**config.mk**
```make
export PLATFORM = sky130hd
export DESIGN_NAME = execute_stage
export DESIGN_NICKNAME = d
export VERILOG_FILES = /design/src/rtl/execute_stage_pkg.sv /design/src/rtl/execute_stage_iter_multiplier.sv /design/src/rtl/execute_stage.sv
export SDC_FILE = /design/constraint.sdc
export NUM_CORES = 1
export LEC_CHECK = 0
export CAP_MARGIN = 25
export CORE_ASPECT_RATIO = 0.6
export CORE_MARGIN = 2
export CORE_UTILIZATION = 40
export DETAILED_ROUTE_END_ITERATION = 10
export PLACE_DENSITY = 0.68
export SETUP_SLACK_MARGIN = 0.5
export SLEW_MARGIN = 30
export SYNTH_ARGS = -nofsm -noshare
export SYNTH_HDL_FRONTEND = slang
export SYNTH_HIERARCHICAL = 1
export SYNTH_SLANG_ARGS = --single-unit
```
**constraint.sdc**
```tcl
create_clock -name clk -period 3.1 [get_ports clk]
set_input_delay 0.62 -clock clk [delete_from_list [all_inputs] [get_ports clk]]
set_output_delay 0.62 -clock clk [all_outputs]
set_load 0.05 [all_outputs]
```
**src/rtl/execute_stage_pkg.sv**
```systemverilog
// Shared execute-stage definitions: opcode encodings and the execute FSM states.
// The writeback stage imports this package as well.
package execute_stage_pkg;

  localparam logic [6:0] OP_NOP  = 7'h00;
  localparam logic [6:0] OP_ADD  = 7'h01;
  localparam logic [6:0] OP_SUB  = 7'h02;
  localparam logic [6:0] OP_AND  = 7'h03;
  localparam logic [6:0] OP_OR   = 7'h04;
  localparam logic [6:0] OP_XOR  = 7'h05;
  localparam logic [6:0] OP_SLT  = 7'h06;
  localparam logic [6:0] OP_SLL  = 7'h07;
  localparam logic [6:0] OP_SRL  = 7'h08;
  localparam logic [6:0] OP_ADDI = 7'h09;
  localparam logic [6:0] OP_MUL  = 7'h0A;

  typedef enum logic [1:0] {
    ST_IDLE = 2'd0,
    ST_MUL  = 2'd1,
    ST_DONE = 2'd2
  } exec_state_t;

endpackage

```
**src/rtl/execute_stage_iter_multiplier.sv**
```systemverilog
// Iterative shift-add multiplier: one multiplier bit per cycle, DATA_W cycles.
// done pulses on the final iteration; product holds afterwards until the next start.
module iter_multiplier #(
  parameter int unsigned DATA_W = 32,
  parameter int unsigned CNT_W  = 5
) (
  input  logic              clk,
  input  logic              rst,
  input  logic              start,
  input  logic [DATA_W-1:0] a,
  input  logic [DATA_W-1:0] b,
  output logic              done,
  output logic [DATA_W-1:0] product
);

  logic [DATA_W-1:0] mcand;
  logic [DATA_W-1:0] mplier;
  logic [CNT_W-1:0]  cnt;
  logic              running;

  assign done = running && (cnt == CNT_W'(DATA_W - 1));

  always_ff @(posedge clk or posedge rst) begin
    if (rst) begin
      mcand   <= '0;
      mplier  <= '0;
      product <= '0;
      cnt     <= '0;
      running <= 1'b0;
    end else if (start) begin
      mcand   <= a;
      mplier  <= b;
      product <= '0;
      cnt     <= '0;
      running <= 1'b1;
    end else if (running) begin
      if (mplier[0])
        product <= product + mcand;
      mcand   <= mcand << 1;
      mplier  <= mplier >> 1;
      cnt     <= cnt + 1'b1;
      if (done)
        running <= 1'b0;
    end
  end

endmodule

```
**src/rtl/execute_stage.sv**
```systemverilog
// Execute stage: single-cycle ALU plus iterative multiply, with a registered
// valid/ready writeback packet and back-pressure towards decode.
module execute_stage #(
  parameter int unsigned DATA_W = 32,
  parameter int unsigned SH_W   = 5
) (
  input  logic              clk,
  input  logic              rst,
  input  logic              in_valid,
  output logic              in_ready,
  input  logic [6:0]        opcode,
  input  logic [4:0]        dst,
  input  logic [DATA_W-1:0] src1,
  input  logic [DATA_W-1:0] src2,
  input  logic [9:0]        offsetlo,
  output logic              out_valid,
  input  logic              out_ready,
  output logic [4:0]        out_dst,
  output logic [DATA_W-1:0] out_result,
  output logic              out_wr_en,
  output logic              out_illegal,
  output logic              busy
);

  import execute_stage_pkg::*;

  exec_state_t       state, state_nxt;
  logic              accept;
  logic              mul_start;
  logic              mul_done;
  logic              load_mul;
  logic [DATA_W-1:0] mul_product;
  logic [4:0]        mul_dst;
  logic [DATA_W-1:0] alu_result;
  logic              alu_wr_en;
  logic              alu_illegal;

  assign in_ready  = (state == ST_IDLE) && (!out_valid || out_ready);
  assign accept    = in_valid && in_ready;
  assign mul_start = accept && (opcode == OP_MUL);
  assign load_mul  = (state == ST_DONE) && (!out_valid || out_ready);
  assign busy      = (state != ST_IDLE);

  iter_multiplier #(
    .DATA_W (DATA_W),
    .CNT_W  (SH_W)
  ) u_mul (
    .clk     (clk),
    .rst     (rst),
    .start   (mul_start),
    .a       (src1),
    .b       (src2),
    .done    (mul_done),
    .product (mul_product)
  );

  always_comb begin
    alu_result  = '0;
    alu_wr_en   = 1'b1;
    alu_illegal = 1'b0;
    case (opcode)
      OP_NOP:  alu_wr_en  = 1'b0;
      OP_ADD:  alu_result = src1 + src2;
      OP_SUB:  alu_result = src1 - src2;
      OP_AND:  alu_result = src1 & src2;
      OP_OR:   alu_result = src1 | src2;
      OP_XOR:  alu_result = src1 ^ src2;
      OP_SLT:  alu_result = {{(DATA_W-1){1'b0}}, ($signed(src1) < $signed(src2))};
      OP_SLL:  alu_result = src1 << src2[SH_W-1:0];
      OP_SRL:  alu_result = src1 >> src2[SH_W-1:0];
      OP_ADDI: alu_result = src1 + {{(DATA_W-10){offsetlo[9]}}, offsetlo};
      OP_MUL:  alu_result = '0;
      default: begin
        alu_wr_en   = 1'b0;
        alu_illegal = 1'b1;
      end
    endcase
  end

  always_comb begin
    state_nxt = state;
    case (state)
      ST_IDLE: if (mul_start) state_nxt = ST_MUL;
      ST_MUL:  if (mul_done)  state_nxt = ST_DONE;
      ST_DONE: if (load_mul)  state_nxt = ST_IDLE;
      default:                state_nxt = ST_IDLE;
    endcase
  end

  always_ff @(posedge clk or posedge rst) begin
    if (rst) state <= ST_IDLE;
    else     state <= state_nxt;
  end

  always_ff @(posedge clk or posedge rst) begin
    if (rst)            mul_dst <= '0;
    else if (mul_start) mul_dst <= dst;
  end

  // accept and load_mul are exclusive (accept only in IDLE); an accepted MUL
  // still has to drain any packet the consumer takes on the same edge.
  always_ff @(posedge clk or posedge rst) begin
    if (rst) begin
      out_valid   <= 1'b0;
      out_dst     <= '0;
      out_result  <= '0;
      out_wr_en   <= 1'b0;
      out_illegal <= 1'b0;
    end else if (accept && (opcode != OP_MUL)) begin
      out_valid   <= 1'b1;
      out_dst     <= dst;
      out_result  <= alu_result;
      out_wr_en   <= alu_wr_en;
      out_illegal <= alu_illegal;
    end else if (load_mul) begin
      out_valid   <= 1'b1;
      out_dst     <= mul_dst;
      out_result  <= mul_product;
      out_wr_en   <= 1'b1;
      out_illegal <= 1'b0;
    end else if (out_ready) begin
      out_valid   <= 1'b0;
    end
  end

endmodule
```
==> flow_summary.yaml, run 1 <==
placed_design:
  numPortBuffers: 131
  post_dp_cell_area_sq_um: 24100
  dpl.hpwl_mm: 70.2
  dp.cells: 3394
  gp_congestion: 1.04
logic_synthesis:
  synth-seq-cells: 149
  synth_most_common_cell: "nand2_1"
  synthFlopType: "dfrtp_1"
  synth_area_sq_um: 17600
  synth_area_leaders: "dfrtp_1, ha_1, nand2_1, mux4_2, mux2i_1"
  syn_avg_cell_area_sq_um: 7.88
  async_flop_share: 1.00
  yosysUniqueCellTypes: 94
  synthesis.nets: 2499
  synth_top_cell_area_share: 0.211
  synth-edff-count: 0
  synthTopCellsByCount: "nand2_1, nor2_1, o21ai_0"
  yosys.area.top_type: "dfrtp_1"
  syn-instance-count: 2238
  ys_warn_count: 6
  ys_seq_area_frac: 0.211
global_route:
  antenna_found_initial: 3
  grt_pass1_vias: 20052
  grt_usage: 0.383
  grt_overflow: 0
  grt_pass1_wl_mm: 131
  grt_max_degree: 59
pwr:
  leakage_nw: 11.8
  ir_drop_mv: 0.552
  pwr-share-seq: 0.209
  p_comb_frac: 0.632
  internal_power_mw: 8.18
  sw_frac_of_total: 0.448
  p_per_area_nw_per_um2: 555
  p_clk_frac: 0.158
  p_sw_mw: 6.64
  p_total_mw: 14.8
die:
  die_area_sq_um: 45800
  io_pins: 132
  die_height_microns: 167
  core_sq_um: 43400
  initial_utilization: 0.406
  row_count: 59
  dieWidth_microns: 275
critical_path:
  ff2ff_setup_slack_ns: 0.15
  crit_path_end_kind: "register"
  critical_path_arrival_ns: 3.94
  cp_slowest_cell: "a211oi_4"
  required_ns: 3.44
  cp_top_family: "compound AO/OA/AOI/OAI gates"
  path_cells: "buf_8 -> nor4_4 -> nand3_4 -> buf_12 -> buf_16 -> mux2_4 -> ha_4 -> a21o_1 -> a311oi_4 -> o221ai_4 -> a211oi_4 -> buf_4 -> buf_6 -> nor2_2 -> xor2_1 -> a22oi_1 -> a21oi_1"
  crit_type: "in2reg"
  crit_path_max_incr_delay_ns: 0.42
  worst-path-buf-inv: 5
  crit_fanout: 6
  cp-start-kind: "input pin"
timing:
  tightest_slew_ns: 0.756
  clock_skew_ns: 0.0173
  fin_crit_sh: 1.16
  drv_slew: 0
  fin_ws_ns: -0.498
  rsz0062_at_grt: "yes"
  fmax_ghz: 0.278
  fin_crit_ns: 3.60
  setup_viol: 28
  worst_slew_margin_rel: 0.495
  finalHoldViolations: 0
  tns_ns: -8.43
cells_and_area:
  stdcell_area_sq_um: 26700
  syn2layout_area_growth_pct: 51.5
  layout.nets: 3162
  final_cells: 3494
  layout-drive-gt1-share: 0.350
clocking:
  cts_tree: "yes"
  clk-insertion-delay-late_ns: 0.46
  hold_buffers: 0
  cts_max_level: 4
  cts.sinks: 149
  cts-root-buf: "clkbuf_16"
  cts_buffers: 17
  clockBufferDepth: 2
  path_clk_slew_ns: 0.08
drt:
  routed_via_density: 6.11
  wl_per_cell_microns: 25.9
  antenna_left: 0
  vias: 21352
  drt-initial-drc-count: 2665
  drt-total-wl_mm: 90.3
  drc: 0
  first_pass_iters: 6
job:
  drv_cap: 0
hold_path:
  hold_class: "reg2reg"
status:
  run_status: "finished with violations"
  violations: "setup timing"
==> path summary, 6_finish.rpt <==
kind / start / end / cells past startpoint
worst max-delay path: opcode[5] / out_result[27] / 17
worst min-delay path: out_dst[1] / out_dst[1] / 2
worst max register to register: u_mul/product[0] / u_mul/product[30] / 12
worst min register to register: out_dst[1] / out_dst[1] / 2
max in group asynchronous: rst / u_mul/mcand[7] / 3
min in group asynchronous: rst / out_dst[2] / 3
==> metal layers <==
| layer | global-route usage | share of wire | up-vias |
|---|---|---|---|
| met3 | 0.0968 | 0.11 | 157 |
| li1 | - | - | 9563 |
| met1 | 0.564 | 0.44 | 10417 |
| met4 | 0.0912 | 0.026 | 0 |
| met5 | 0 | 0 | - |
| met2 | 0.556 | 0.42 | 1215 |
==> kinds of logic after synthesis <==
logic type | Yosys count | share of synthesized area
multiplexers | 179 | 0.137
XOR/XNOR | 61 | 0.0303
AO/OA/AOI/OAI | 714 | 0.261
AND/OR/NAND/NOR | 710 | 0.181
flip-flops | 149 | 0.211
adder cells (fa/ha/maj) | 171 | 0.123
buffers and inverters | 254 | 0.0571
==> power groups by stage <==
stage          clock, mW  sequential, mW  combinational, mW
2_1_floorplan          0            3.08               4.41
3_3_place_gp           0            3.02               6.88
3_5_place_dp           0            3.06               7.05
4_1_cts             2.37            3.08               8.21
5_1_grt             2.44            3.16               10.0
6_report            2.35            3.10               9.37
==> sequential cells by signal (all words and copies together), names as in the netlist, 2 cells and up <==
register,count
out_result,32
mul_dst,5
u_mul/product,32
u_mul/cnt,5
u_mul/mcand,32
state,2
out_dst,5
u_mul/mplier,32
==> through the flow <==
stage | util | hold slack (ns) | setup WS, ns
detailed placement | 0.555 | 0.468 | -1.45
global placement | 0.555 | 0.455 | -1.35
finish | 0.616 | 0.478 | -0.498
CTS | 0.599 | 0.485 | -0.472
floorplan | - | 0.458 | -0.599
global route | 0.616 | 0.518 | -0.562
==> worst min-delay path, stage by stage (launching register included) <==
cell and delay (ns):
dfrtp_1 0.34, nand2_1 0.05, nand2_1 0.06
==> layout make-up <==
class	instances	area (sq um)
Antenna cell	1	2.50
Clock buffer	18	429
Multi-Input combinational cell	1835	14500
Fill cell	3787	16700
Sequential cell	149	3740
Timing Repair Buffer	788	6700
Inverter	110	419
Clock inverter	14	175
Tap cell	579	724
==> timing repair <==
action,in CTS,in global routing
cloned,3,0
endpoints found under the hold margin,0,0
pin swaps,116,91
buffers inserted,39,25
resized for setup,203,123
setup endpoints to repair,47,52
==> placed cells by master, fill, tap and decap left out, types with 15 or more instances in the layout <==
cell type | Yosys | layout
ha_1 | 168 | 132
nand4_1 | 20 | 20
a31oi_1 | 24 | 19
mux2i_1 | 105 | 103
a221oi_1 | 25 | 15
buf_12 | 0 | 21
a21oi_2 | 1 | 31
o21ai_2 | 1 | 18
o211ai_1 | 21 | 21
a211oi_1 | 39 | 32
clkbuf_16 | 0 | 17
nand2_1 | 287 | 280
or3_1 | 17 | 16
a21o_1 | 55 | 55
o21ai_0 | 174 | 157
xnor2_1 | 41 | 31
xor2_1 | 20 | 18
inv_1 | 109 | 99
buf_4 | 2 | 595
nor2b_1 | 17 | 15
a21oi_1 | 156 | 120
dfrtp_1 | 149 | 143
o21ai_1 | 33 | 29
ha_4 | 0 | 32
o22ai_1 | 27 | 25
nor3_1 | 42 | 36
and3_1 | 19 | 15
nor2_1 | 206 | 194
nand3_1 | 33 | 29
mux2_2 | 26 | 21
clkdlybuf4s50_1 | 0 | 109
buf_6 | 0 | 41
mux4_2 | 47 | 47
Note: power is estimated with default switching activity, not from simulation.
==> run 2: changes to the inputs <==
CAP_MARGIN = 20   (was 25)
SKIP_CTS_REPAIR_TIMING = 1   (was not set)
==> flow_summary.yaml, run 2 (same netlist as run 1, synthesis figures left out) <==
status:
  run_status: "finished with violations"
  violations: "setup timing"
clocking:
  clk-insertion-delay-late_ns: 0.46
  cts-root-buf: "clkbuf_16"
  cts_buffers: 17
  clockBufferDepth: 2
  path_clk_slew_ns: 0.08
  cts.sinks: 149
  cts_max_level: 4
  cts_tree: "yes"
critical_path:
  cp_top_family: "compound AO/OA/AOI/OAI gates"
  crit_type: "in2reg"
  worst_r2r_endpoint: "u_mul/product[30]"
  crit_fanout: 7
  r2r_start: "u_mul/mcand[0]"
  path_cells: "buf_8 -> nor4_4 -> nand3_4 -> clkbuf_16 -> mux2_4 -> ha_4 -> a21o_1 -> a221oi_4 -> o221ai_4 -> buf_6 -> a211oi_4 -> or4_4 -> a21oi_2 -> nor4b_2 -> o22ai_1"
  critical_path_arrival_ns: 4.10
  cp_slowest_cell: "a211oi_4"
  worst-path-buf-inv: 3
  r2r_cells: 12
  crit_path_end_kind: "register"
  ff2ff_setup_slack_ns: 0.01
  required_ns: 3.43
  cp-start-kind: "input pin"
  crit_path_max_incr_delay_ns: 0.40
drt:
  drc: 0
  routed_via_density: 6.09
  first_pass_iters: 6
  antenna_left: 0
  wl_per_cell_microns: 25.6
  vias: 21086
  drt-total-wl_mm: 88.8
  drt-initial-drc-count: 2630
cells_and_area:
  layout-drive-gt1-share: 0.334
  regArea_sq_um: 3740
  final_cell_mix: "buf_4, nand2_1, nor2_1, o21ai_0, dfrtp_1"
  final_cells: 3463
  final_common_cell: "buf_4"
  utilization: 0.604
  layout.nets: 3132
  multi_input_area_sq_um: 14300
  fill_cells: 3828
  syn2layout_area_growth_pct: 48.7
  antenna_cells: 0
  stdcell_area_sq_um: 26200
timing:
  rsz0062_at_grt: "yes"
  worst_slew_margin_rel: 0.501
  fmax_ghz: 0.266
  holdWs_ns: 0.479
  fin_crit_sh: 1.21
  fin_ws_ns: -0.661
  finalHoldViolations: 0
  tightest_slew_ns: 0.747
  drv_slew: 0
  fin_crit_ns: 3.76
  setup_viol: 30
  clock_skew_ns: 0.0145
pwr:
  ir_drop_mv: 0.499
  p_total_mw: 14.1
  leakage_nw: 11.7
  p_per_area_nw_per_um2: 540
global_route:
  grt_pass1_vias: 19546
  grt_overflow: 0
  grt_max_degree: 73
  grt_usage: 0.372
  antenna_found_initial: 1
  grt_pass1_wl_mm: 127
placed_design:
  post_dp_cell_area_sq_um: 24100
  gp_congestion: 1.04
  dpl.hpwl_mm: 70.2
  numPortBuffers: 131
  dp.cells: 3394
die:
  dieWidth_microns: 275
  core_sq_um: 43400
  die_height_microns: 167
  io_pins: 132
  die_area_sq_um: 45800
  row_count: 59
  initial_utilization: 0.406
hold_path:
  hold_class: "reg2reg"
  worst_hold_startpoint: "out_dst[1]"
  hold_depth: 2
  hold_path_end: "out_dst[1]"
job:
  drv_cap: 0
## run 2: cell count changes in the layout (fill, tap and decap cells not counted), sizes merged
cell           delta
diode             -1
bufbuf            -1
buf              -32
clkdlybuf4s50     -6
dlymetal6s2s     +16
dlygate4sd2       -9
clkbuf            +2
## run 2: worst max-delay path by stage
stage,startpoint,to,slack [ns],cells past startpoint
floorplan,opcode[6],out_result[29],-0.60,14
detailed placement,opcode[6],out_result[29],-1.45,14
CTS,opcode[6],out_result[29],-1.04,14
global route,opcode[2],out_result[29],-0.78,15
finish,opcode[2],out_result[29],-0.66,15
global placement,opcode[6],out_result[29],-1.35,14
## run 2: per-layer routing
metal | routed length (microns) | track usage | share of wire | up-vias
met5 | 0 | 0 | 0 | -
met4 | 2550 | 0.0893 | 0.029 | 0
met3 | 9930 | 0.0838 | 0.11 | 150
met2 | 36500 | 0.536 | 0.41 | 1151
met1 | 39800 | 0.558 | 0.45 | 10294
li1 | - | - | - | 9491
## run 2: metrics by stage
stage | TNS [ns] | setup slack, ns
6_report | -12.27 | -0.661
5_1_grt | -15.79 | -0.776
4_1_cts | -20.57 | -1.04
3_5_place_dp | -35.27 | -1.45
3_3_place_gp | -32.79 | -1.35
2_1_floorplan | -9.20 | -0.599
## run 2: power by group
part	total [mW]	switching [mW]	internal, mW
sequential	3.10	0.588	2.52
clock	2.35	1.12	1.23
combinational	8.69	4.68	4.01
total	14.1	6.39	7.76
## run 2: tightest hold or removal path: cells and delay by family (launching register included)
family / cells / cell delay, ns
AND/OR/NAND/NOR: 2 / 0.11
flip-flops: 1 / 0.34
## run 2: area by class of cell
cell class / count / area share
clock buffer: 18 / 0.0164
clock inverter: 14 / 0.00668
inverter: 110 / 0.0159
multi-input combinational: 1835 / 0.545
sequential: 149 / 0.143
tap: 579 / 0.0276
timing repair buffer: 758 / 0.245
